**src/rtl/conv_frame_arbiter.sv**
```systemverilog
// Frame-granular round-robin arbiter that shares one conv_layer between several pixel sources.
// A grant covers one whole frame and is held until its last conv result has been consumed.
module conv_frame_arbiter #(
   parameter int unsigned LineWidthPx = 160,
   parameter int unsigned LineCountPx = 120,
   parameter int unsigned WidthIn     = 1,
   parameter int unsigned KernelWidth = 3,
   parameter int unsigned WeightWidth = 2,
   parameter int unsigned OutChannels = 1,
   parameter int unsigned Sources     = 2,
   localparam int unsigned SrcW       = (Sources > 1) ? $clog2(Sources) : 1,
   localparam int unsigned BankW      = OutChannels * KernelWidth * KernelWidth * WeightWidth
) (
   input  logic                       clk_i,
   input  logic                       rst_i,
   input  logic [Sources-1:0]         src_valid_i,
   output logic [Sources-1:0]         src_ready_o,
   input  logic [Sources*WidthIn-1:0] src_data_i,
   input  logic [Sources*BankW-1:0]   src_weights_i,
   output logic                       conv_valid_o,
   input  logic                       conv_ready_i,
   output logic [WidthIn-1:0]         conv_data_o,
   output logic [BankW-1:0]           conv_weights_o,
   input  logic                       conv_out_valid_i,
   input  logic                       conv_out_ready_i,
   output logic [SrcW-1:0]            grant_o,
   output logic                       busy_o,
   output logic                       frame_done_o
);

   localparam int unsigned FramePx = LineWidthPx * LineCountPx;
   localparam int unsigned CntW    = $clog2(FramePx);

   localparam logic [1:0] StIdle   = 2'd0;
   localparam logic [1:0] StStream = 2'd1;
   localparam logic [1:0] StDrain  = 2'd2;

   logic [1:0]       state_q, state_d;
   logic [SrcW-1:0]  grant_q, grant_d;
   logic [SrcW-1:0]  rr_q, rr_d;
   logic [CntW-1:0]  cnt_q, cnt_d;
   logic [BankW-1:0] weights_q, weights_d;

   // Round-robin pick: rotate the request vector so the rr pointer lands on bit 0.
   logic [2*Sources-1:0] valid_dbl;
   logic [Sources-1:0]   valid_rot;
   logic                 pick_found;
   logic [SrcW-1:0]      pick;
   int unsigned          pick_sum;

   always_comb begin
      valid_dbl  = {src_valid_i, src_valid_i};
      valid_rot  = Sources'(valid_dbl >> rr_q);
      pick_found = 1'b0;
      pick       = '0;
      pick_sum   = 0;
      for (int unsigned j = 0; j < Sources; j++) begin
         if (!pick_found && valid_rot[j]) begin
            pick_found = 1'b1;
            pick_sum   = 32'(rr_q) + j;
            if (pick_sum >= Sources) begin
               pick_sum = pick_sum - Sources;
            end
            pick = SrcW'(pick_sum);
         end
      end
   end

   logic               sel_valid;
   logic [WidthIn-1:0] sel_data;
   logic [BankW-1:0]   pick_bank;

   always_comb begin
      sel_valid = 1'b0;
      sel_data  = '0;
      pick_bank = '0;
      for (int unsigned s = 0; s < Sources; s++) begin
         if (grant_q == SrcW'(s)) begin
            sel_valid = src_valid_i[s];
            sel_data  = src_data_i[s*WidthIn +: WidthIn];
         end
         if (pick == SrcW'(s)) begin
            pick_bank = src_weights_i[s*BankW +: BankW];
         end
      end
   end

   always_comb begin
      state_d      = state_q;
      grant_d      = grant_q;
      rr_d         = rr_q;
      cnt_d        = cnt_q;
      weights_d    = weights_q;
      conv_valid_o = 1'b0;
      conv_data_o  = '0;
      src_ready_o  = '0;
      frame_done_o = 1'b0;
      case (state_q)
         StIdle: begin
            if (pick_found) begin
               grant_d   = pick;
               weights_d = pick_bank;
               cnt_d     = '0;
               state_d   = StStream;
            end
         end
         StStream: begin
            conv_valid_o = sel_valid;
            conv_data_o  = sel_data;
            for (int unsigned s = 0; s < Sources; s++) begin
               if (grant_q == SrcW'(s)) begin
                  src_ready_o[s] = conv_ready_i;
               end
            end
            if (sel_valid && conv_ready_i) begin
               if (cnt_q == CntW'(FramePx - 1)) begin
                  cnt_d   = '0;
                  state_d = StDrain;
               end else begin
                  cnt_d = cnt_q + 1'b1;
               end
            end
         end
         StDrain: begin
            // Retire once no conv result is pending or the last one is taken this cycle.
            if (!conv_out_valid_i || conv_out_ready_i) begin
               frame_done_o = 1'b1;
               rr_d         = (grant_q == SrcW'(Sources - 1)) ? '0 : grant_q + 1'b1;
               state_d      = StIdle;
            end
         end
         default: begin
            state_d = StIdle;
         end
      endcase
   end

   always_ff @(posedge clk_i) begin
      if (rst_i) begin
         state_q   <= StIdle;
         grant_q   <= '0;
         rr_q      <= '0;
         cnt_q     <= '0;
         weights_q <= '0;
      end else begin
         state_q   <= state_d;
         grant_q   <= grant_d;
         rr_q      <= rr_d;
         cnt_q     <= cnt_d;
         weights_q <= weights_d;
      end
   end

   assign grant_o        = grant_q;
   assign conv_weights_o = weights_q;
   assign busy_o         = (state_q != StIdle);

endmodule

```
**config.mk**
```make
export PLATFORM = sky130hd
export DESIGN_NAME = conv_frame_arbiter
export DESIGN_NICKNAME = d
export VERILOG_FILES = /design/src/rtl/conv_frame_arbiter.sv
export SDC_FILE = /design/constraint.sdc
export NUM_CORES = 1
export LEC_CHECK = 0
export ABC_AREA = 1
export BUFFER_PORTS_ARGS = -buffer_cell sky130_fd_sc_hd__buf_4
export CORE_MARGIN = 4
export CORE_UTILIZATION = 49
export CTS_CLUSTER_SIZE = 30
export DETAILED_ROUTE_END_ITERATION = 7
export PLACE_DENSITY_LB_ADDON = 0.1
export SLEW_MARGIN = 20
export SYNTH_ARGS = -nofsm -noshare
export SYNTH_HDL_FRONTEND = slang
export SYNTH_SLANG_ARGS = --single-unit
```
**constraint.sdc**
```tcl
create_clock -name clk_i -period 1.85 [get_ports clk_i]
set_input_delay 0.37 -clock clk_i [delete_from_list [all_inputs] [get_ports clk_i]]
set_output_delay 0.37 -clock clk_i [all_outputs]
set_load 0.02 [all_outputs]
```
# Word-level counts from Yosys, hierarchy flattened
# Cells that the tools add are included.
# Widths: inputs -> output; s select.
[op_classes] bitwise=0 shifts=1 multipliers=0 div=0 n_eq_ne=7 n_reduce_logical=12 n_mux=26 magnitude_cmp=2 add_sub_neg=5
[op_table] cell="$mux 15" n=3
[op_table] cell="$pmux 15 s2" n=1
[op_table] cell="$mux 18" n=1
[op_table] cell="$add 15x1->15 const B" n=1
[op_table] cell="$eq 15x15->1 const B" n=1
[op_table] cell="$mux 1" n=15
[op_table] cell="$mux 2" n=5
[op_table] cell="$ne 2x2->1 const B" n=4
[op_table] cell="$pmux 2 s3" n=1
[op_table] cell="$reduce_and 2->1" n=2
[op_table] cell="$reduce_and 4->1" n=1
[op_table] cell="$reduce_bool 2->1" n=2
[op_table] cell="$shr 4x1->2" n=1
[op_table] cell="$reduce_and 3->1" n=1
[op_table] cell="$add 1x1->2 const B" n=1
[op_table] cell="$eq 2x1->1 const B" n=1
[op_table] cell="$eq 2x2->1 const B" n=1
[op_table] cell="$ge 1x2->1 const B" n=1
[op_table] cell="$ge 2x2->1 const B" n=1
[op_table] cell="$logic_and 1x1->1" n=2
[op_table] cell="$logic_not 1->1" n=2
[op_table] cell="$logic_not 2->1" n=1
[op_table] cell="$sub 1x1->1 const B" n=2
[op_table] cell="$add 1x1->1 const B" n=1
[op_table] cell="$logic_or 1x1->1" n=1
[word_totals] reg_bits=37 latch_bits=0 rom_bits=0 word_cells=58 out_inout_bits=25 ramBits=0 memories=0 input_bits=45

# Depth between registers and ports, before layout
# Gate-level depths: netlist of run 1.
[logic_depth] depth_word=7 mapped_depth=10 ltp_nobuf=10

# Worst setup path after synthesis of run 1
# OpenSTA, ideal clock, no wires.
[synth_path] kind="register -> output" startpoint="reg grant_q, in the netlist grant_o" endpoint="out src_ready_o[1]" required_time_ns=1.480 stages_incl_launch_ff=3 arrival_ns=1.092 slack_ns=0.388 n_path_buf=0 path_cell_list="dfxtp_1 > inv_2 > nor3_1"
[synth_between] elab_chain_len=2
[synth_rtl] element="start: declaration" line_no="39" source="logic [SrcW-1:0] grant_q, grant_d;"
[synth_rtl] element="start signal: assignment" line_no="147" source="grant_q <= grant_d;"
[synth_rtl] element="$mux 1" line_no="111" source="if (grant_q == SrcW'(s)) begin"
[synth_rtl] element="$mux 2" line_no="98" source="case (state_q)"
[synth_rtl] element="end: declaration" line_no="17" source="output logic [Sources-1:0] src_ready_o,"
# Every way passes these cells.

# Worst setup path in the final report of run 1
[layout_path] startpoint="reg state_q[0]" endpoint="out src_ready_o[1]"
[layout_between] elab_chain_len=2
[layout_rtl] element="start: declaration" line_no="38" source="logic [1:0] state_q, state_d;"
[layout_rtl] element="start signal: assignment" line_no="140" source="state_q <= StIdle;"
[layout_rtl] element="start signal: assignment" line_no="146" source="state_q <= state_d;"
[layout_rtl] element="$eq 2x1->1" line_no="98"
[layout_rtl] element="$mux 2" line_no="98"
# Every way passes these cells.

==> qor.yml, run 1 <==
outcome:
  status: "finished clean"
critical_path:
  startpoint_of_the_worst_slack_reg_to_reg_timing_path: "cnt_q[0]$_SDFFE_PP0P_"
  worst-r2r-cell-count: 9
  r2r-end: "state_q[1]$_SDFFE_PP0P_"
  highest_fanout_seen_on_the_critical_path: 5
  crit_chain: "inv_1 > nor2_4 > inv_2 > nor3_1 > buf_4"
  worstSetupStartpointType: "register"
  cpLargestDelayFamily: "flip-flops"
  levels_on_crit_path: 5
  cpMaxStageDelayCell: "dfxtp_1"
  crit_arrival_ns: 1.30
  endpoint_kind: "output port"
  cp_data_required_time_ns: 1.48
  max_stage_delay_ns: 0.38
  critPathKind: "reg -> out"
  worst-path-buf-inv: 3
  setup_slack_reg_to_reg_ns: 0.25
sta:
  final_tns_setup_ns: 0
  rsz0062_at_grt: "no"
  final_hold_vio_count: 0
  finalCritPeriodShare_pct: 90.1
  setup_ws_ns: 0.183
  post_route_hold_slack_ns: 0.322
  number_of_failing_setup_endpoints_in_the_final_timing_report: 0
  maxClockFrequency_mhz: 600
  final_period_minus_worst_setup_slack_ns: 1.67
  max_slew.worst_pin.slew_ns: 0.534
  final-max-slew-violation-count: 0
  fin_worst_skew_ns: 0.00818
  slew_headroom_pct: 64.2
yosys:
  mappedNetlistArea_um2: 1890
  synth_flop_cell: "dfxtp_1"
  postSynthNetCount: 334
  synth_seq_area_share_pct: 39.2
  synthesis.area_per_instance_um2: 6.57
  synth.ff_latch_count: 37
  number_of_warnings_printed_during_yosys_synthesis: 0
  synthDistinctLibCells: 25
  synth_enable_flop_cells: 0
  synthesis.instances: 288
  synth-async-reset-ratio_pct: 0
final_layout:
  filler_cell_count: 320
  fin_util_pct: 69.1
  final_common_cell: "nand2_1"
  final-instance-count-excl-fill: 407
  leading_cell_types_in_the_layout_fill_and_taps_excluded: "nand2_1 (95), buf_4 (71), dfxtp_1 (37), nor2_1 (32), o21ai_0 (25)"
  final_layout_size_suffix_gt1_share_pct: 26.2
  antenna_cells: 0
  areaGrowthSynthToFinish_pct: 34.7
  nNetsFinal: 404
  fin_area_um2: 2550
power_and_ir_drop:
  net-switching-power_uw: 706
  switching_share_pct: 33.5
  post-layout-total-power_mw: 2.11
  comb_power_share_pct: 30.4
  internal-power_mw: 1.40
  total_power_divided_by_cell_area_nw_per_um2: 828
  leakage_nw: 1.11
  sequentialPowerShare_pct: 43.5
  p_clk_share_pct: 26.2
  vdd_drop_max_v: 0.000497
grt:
  grt_pass1_wl_um: 8060
  grt_antenna_before_repair: 0
  first_global_vias: 1927
  grt-ovfl-total: 0
  maximum_number_of_pins_on_one_net_before_global_route_repair: 37
  grt_util_all_layers_pct: 19.8
floorplan:
  core-area_um2: 3690
  initial_utilization_pct: 51.3
  fp.dieH_um: 70.1
  die_width_um: 70.1
  die-area_um2: 4920
  floorplan.io_pins: 70
  floorplan.rows: 22
placed_design:
  post-place-ws_ns: 0.209
  placed_cell_area_um2: 2460
  place_inst: 399
  place.detailed.hpwl_um: 3520
  port_buffer_cells: 69
  place.gp.congestion: 0.883
clock_network:
  htreeDepth: 2
  clock_insertion_delay_worst_skew_ns: 0.29
  inserted_clock_buffers: 5
  clock-root-buffer: "clkbuf_8"
  cts_tree: "done"
  clock_net_sink_count: 37
  cts-root-to-sink-buffers: 2
  cts_clk_pin_slew_worst_paths_ns: 0.08
routing:
  drt-total-wl_um: 4600
  via_count: 2034
  drcViolationCount: 0
  wire_per_inst_um: 11.3
  avgViaCountPerCell: 5.00
  route.antenna.remaining_nets: 0
  firstDrtPassIters: 4
  drt_iter0_markers: 178
min_path:
  hold-path-cell-count: 2
  end_point_of_the_worst_hold_path: "cnt_q[14]$_SDFFE_PP0P_"
  timing.hold.worst.class: "in -> reg"
  min_from: "rst_i"
job:
  max_cap_viol_count: 0
## worst reg2reg max path, cell delays in order (launching register included)
cell and delay [ns]:
dfxtp_1 0.39, ha_1 0.21, inv_1 0.06, nor2_1 0.17
nand2_1 0.13, nor2_1 0.12, nor2_1 0.08, nor2_1 0.16
nand2_1 0.08, a21oi_1 0.13
## Yosys cell counts (2+ instances only)
cell type | number | area (µm²)
buf_2 | 3 | 15.0
a21oi_1 | 15 | 75.1
nor2_2 | 3 | 18.8
o21ai_0 | 25 | 125
o21ai_1 | 2 | 10.0
inv_1 | 24 | 90.1
nand4_1 | 3 | 18.8
nor2_1 | 32 | 120
nand2_2 | 2 | 12.5
nand2_1 | 95 | 357
nand3_1 | 10 | 50.1
dfxtp_1 | 37 | 741
a31oi_1 | 18 | 113
inv_2 | 4 | 15.0
nor3_1 | 2 | 10.0
nor2_4 | 2 | 22.5
clkbuf_1 | 3 | 11.3
## layout make-up
cell class / instances / area (µm²) / area share, %
Multi-Input combinational cell: 213 / 997 / 39.1
Sequential cell: 37 / 741 / 29.1
Timing Repair Buffer: 72 / 553 / 21.7
Inverter: 29 / 109 / 4.27
Clock buffer: 6 / 72.6 / 2.85
Tap cell: 48 / 60.1 / 2.36
Clock inverter: 2 / 15.0 / 0.589
## logic make-up after synthesis
kind of cell / synth area share [%]
simple gates: 34.8
compound gates: 17.1
buf+inv: 8.33
flops: 39.2
fa+ha+maj: 0.661
## registers in the layout, summed over array words and instances (netlist names)
name,count
conv_weights_o,18
rr_q,1
grant_o,1
cnt_q,15
state_q,2
## power groups by stage
stage / logic (mW) / registers, mW / clock network (mW)
after floorplan: 0.307 / 1.01 / 0
after global placement: 0.638 / 0.931 / 0
after detailed placement: 0.641 / 0.934 / 0
after CTS: 0.643 / 0.917 / 0.572
after global routing: 0.708 / 0.929 / 0.600
final: 0.640 / 0.917 / 0.551
## how the worst max path moves through the flow
stage	startpoint	to	slack [ns]
after floorplan	grant_o$_SDFFE_PP0P_	src_ready_o[1]	0.39
after global placement	cnt_q[0]$_SDFFE_PP0P_	cnt_q[4]$_SDFFE_PP0P_	0.29
after detailed placement	cnt_q[0]$_SDFFE_PP0P_	cnt_q[9]$_SDFFE_PP0P_	0.21
after CTS	state_q[0]$_SDFFE_PP0P_	src_ready_o[0]	0.18
after global routing	cnt_q[0]$_SDFFE_PP0P_	state_q[1]$_SDFFE_PP0P_	0.02
final	state_q[0]$_SDFFE_PP0P_	src_ready_o[1]	0.18
## timing repair
action,4_1_cts,5_1_grt
gates resized for setup,0,1
hold buffers,0,0
buffers inserted,0,0
endpoints found under the hold margin,0,0
endpoints found under the setup margin,0,3
## metal layers
layer,up-vias,track usage [%],part of all wire (%)
met5,-,0,0
met3,7,7.48,8.9
met4,0,5.11,1.2
met2,58,35.3,48
met1,897,21.9,42
li1,1072,-,-
Note: power is estimated with default switching activity, not from simulation.
==> run 2, diff against run 1 <==
Settings changed: SETUP_SLACK_MARGIN set to 0.3.
==> run 2 against run 1 <==
- critical endpoint is now conv_data_o
- global-route usage rose by 0.39 points
- routed wire length up 6.3%
- largest cell class unchanged
- worst hold slack better by 0.0064 ns
==> qor.yml, run 2 (synthesis gave the netlist of run 1 again) <==
routing:
  avgViaCountPerCell: 5.01
  drt-total-wl_um: 4880
  via_count: 2064
  drcViolationCount: 0
  wire_per_inst_um: 11.9
  drt_iter0_markers: 150
  route.antenna.remaining_nets: 0
  firstDrtPassIters: 7
floorplan:
  initial_utilization_pct: 51.3
  die_width_um: 70.1
  fp.dieH_um: 70.1
  floorplan.io_pins: 70
  core-area_um2: 3690
  die-area_um2: 4920
  floorplan.rows: 22
sta:
  final-max-slew-violation-count: 0
  rsz0062_at_grt: "yes"
  final_tns_setup_ns: 0
  slew_headroom_pct: 78.2
  maxClockFrequency_mhz: 663
  final_period_minus_worst_setup_slack_ns: 1.51
  fin_worst_skew_ns: 0.0101
  setup_ws_ns: 0.343
  final_hold_vio_count: 0
  number_of_failing_setup_endpoints_in_the_final_timing_report: 0
  max_slew.worst_pin.slew_ns: 0.326
  finalCritPeriodShare_pct: 81.5
power_and_ir_drop:
  total_power_divided_by_cell_area_nw_per_um2: 817
  vdd_drop_max_v: 0.000499
  leakage_nw: 1.15
  post-layout-total-power_mw: 2.17
grt:
  maximum_number_of_pins_on_one_net_before_global_route_repair: 37
  grt_pass1_wl_um: 8200
  grt_antenna_before_repair: 0
  first_global_vias: 1931
  grt-ovfl-total: 0
  grt_util_all_layers_pct: 20.2
outcome:
  status: "finished clean"
clock_network:
  cts_clk_pin_slew_worst_paths_ns: 0.08
  inserted_clock_buffers: 5
  htreeDepth: 2
  cts_tree: "done"
  clock_net_sink_count: 37
  clock_insertion_delay_worst_skew_ns: 0.29
  clock-root-buffer: "clkbuf_8"
  cts-root-to-sink-buffers: 2
critical_path:
  critPathKind: "reg -> out"
  endpoint_kind: "output port"
  crit_chain: "nor2_4 > inv_4 > a21oi_1 > buf_4"
  levels_on_crit_path: 4
  highest_fanout_seen_on_the_critical_path: 5
  worst-r2r-cell-count: 10
  worst-path-buf-inv: 2
  worstSetupStartpointType: "register"
  max_stage_delay_ns: 0.38
  crit_arrival_ns: 1.14
  cp_data_required_time_ns: 1.48
  cpLargestDelayFamily: "flip-flops"
  cpMaxStageDelayCell: "dfxtp_4"
final_layout:
  final_common_cell: "nand2_1"
  antenna_cells: 0
  areaGrowthSynthToFinish_pct: 40.4
  flip_flop_count_of_the_largest_register_all_copies_and_words_added: 18
  final_layout_size_suffix_gt1_share_pct: 31.9
  fin_util_pct: 72.0
  leading_cell_types_in_the_layout_fill_and_taps_excluded: "nand2_1 (94), buf_4 (76), dfxtp_1 (31), nor2_1 (28), o21ai_0 (25)"
  nNetsFinal: 409
placed_design:
  place.gp.congestion: 0.883
  place.detailed.hpwl_um: 3520
  port_buffer_cells: 69
  post-place-ws_ns: 0.209
min_path:
  hold-path-cell-count: 2
  timing.hold.worst.class: "in -> reg"
job:
  max_cap_viol_count: 0
run 2: changes by cell type in the layout (fill, tap and decap cells not counted), moves of 4 or more:
cell     before  now
dfxtp_1      37   31
nor2_1       32   28
dfxtp_2       0    4
nor2_4        2    6
buf_4        71   76
run 2: final cells by class:
type	instances	area [µm²]
Multi-Input combinational cell	213	1050
Fill cell	308	1030
Sequential cell	37	753
Timing Repair Buffer	77	591
Inverter	29	118
Clock buffer	6	72.6
Tap cell	48	60.1
Clock inverter	2	15.0
run 2: per-layer routing:
| metal | vias to the layer above | track usage, % | wire [µm] |
|---|---|---|---|
| met3 | 5 | 7.48 | 458 |
| met2 | 68 | 35.3 | 2390 |
| met4 | 0 | 5.11 | 48 |
| li1 | 1085 | - | - |
| met1 | 906 | 23.1 | 1980 |
| met5 | - | 0 | 0 |
run 2: path summary, 6_finish.rpt:
kind,start,end,slack (ns)
setup / recovery,state_q[1]$_SDFFE_PP0P_,conv_data_o,0.34
hold / removal,rst_i,cnt_q[1]$_SDFFE_PP0P_,0.33
setup reg to reg,cnt_q[1]$_SDFFE_PP0P_,cnt_q[6]$_SDFFE_PP0P_,0.38
hold reg to reg,rr_q$_SDFFE_PP0P_,rr_q$_SDFFE_PP0P_,0.49
run 2: metrics by stage:
step                      instances  cell area, µm²  hold slack (ns)
after floorplan                 288            1890            0.444
after global placement          399            2460            0.461
after detailed placement        399            2460            0.478
after CTS                       409            2570            0.311
after global routing            412            2660            0.320
final                           412            2660            0.328
run 2: power by group:
part / internal, mW / switching, mW / total (mW)
clock network: 0.265 / 0.291 / 0.556
registers: 0.875 / 0.0437 / 0.918
logic: 0.299 / 0.397 / 0.696
total: 1.44 / 0.732 / 2.17
run 2: timing repair:
action / 4_1_cts / 5_1_grt
endpoints found under the setup margin: 11 / 38
setup buffers: 2 / 3
cloned: 0 / 0
gates resized for setup: 7 / 20
hold buffers: 0 / 0
hold endpoints to repair: 0 / 0
pin swaps: 2 / 3
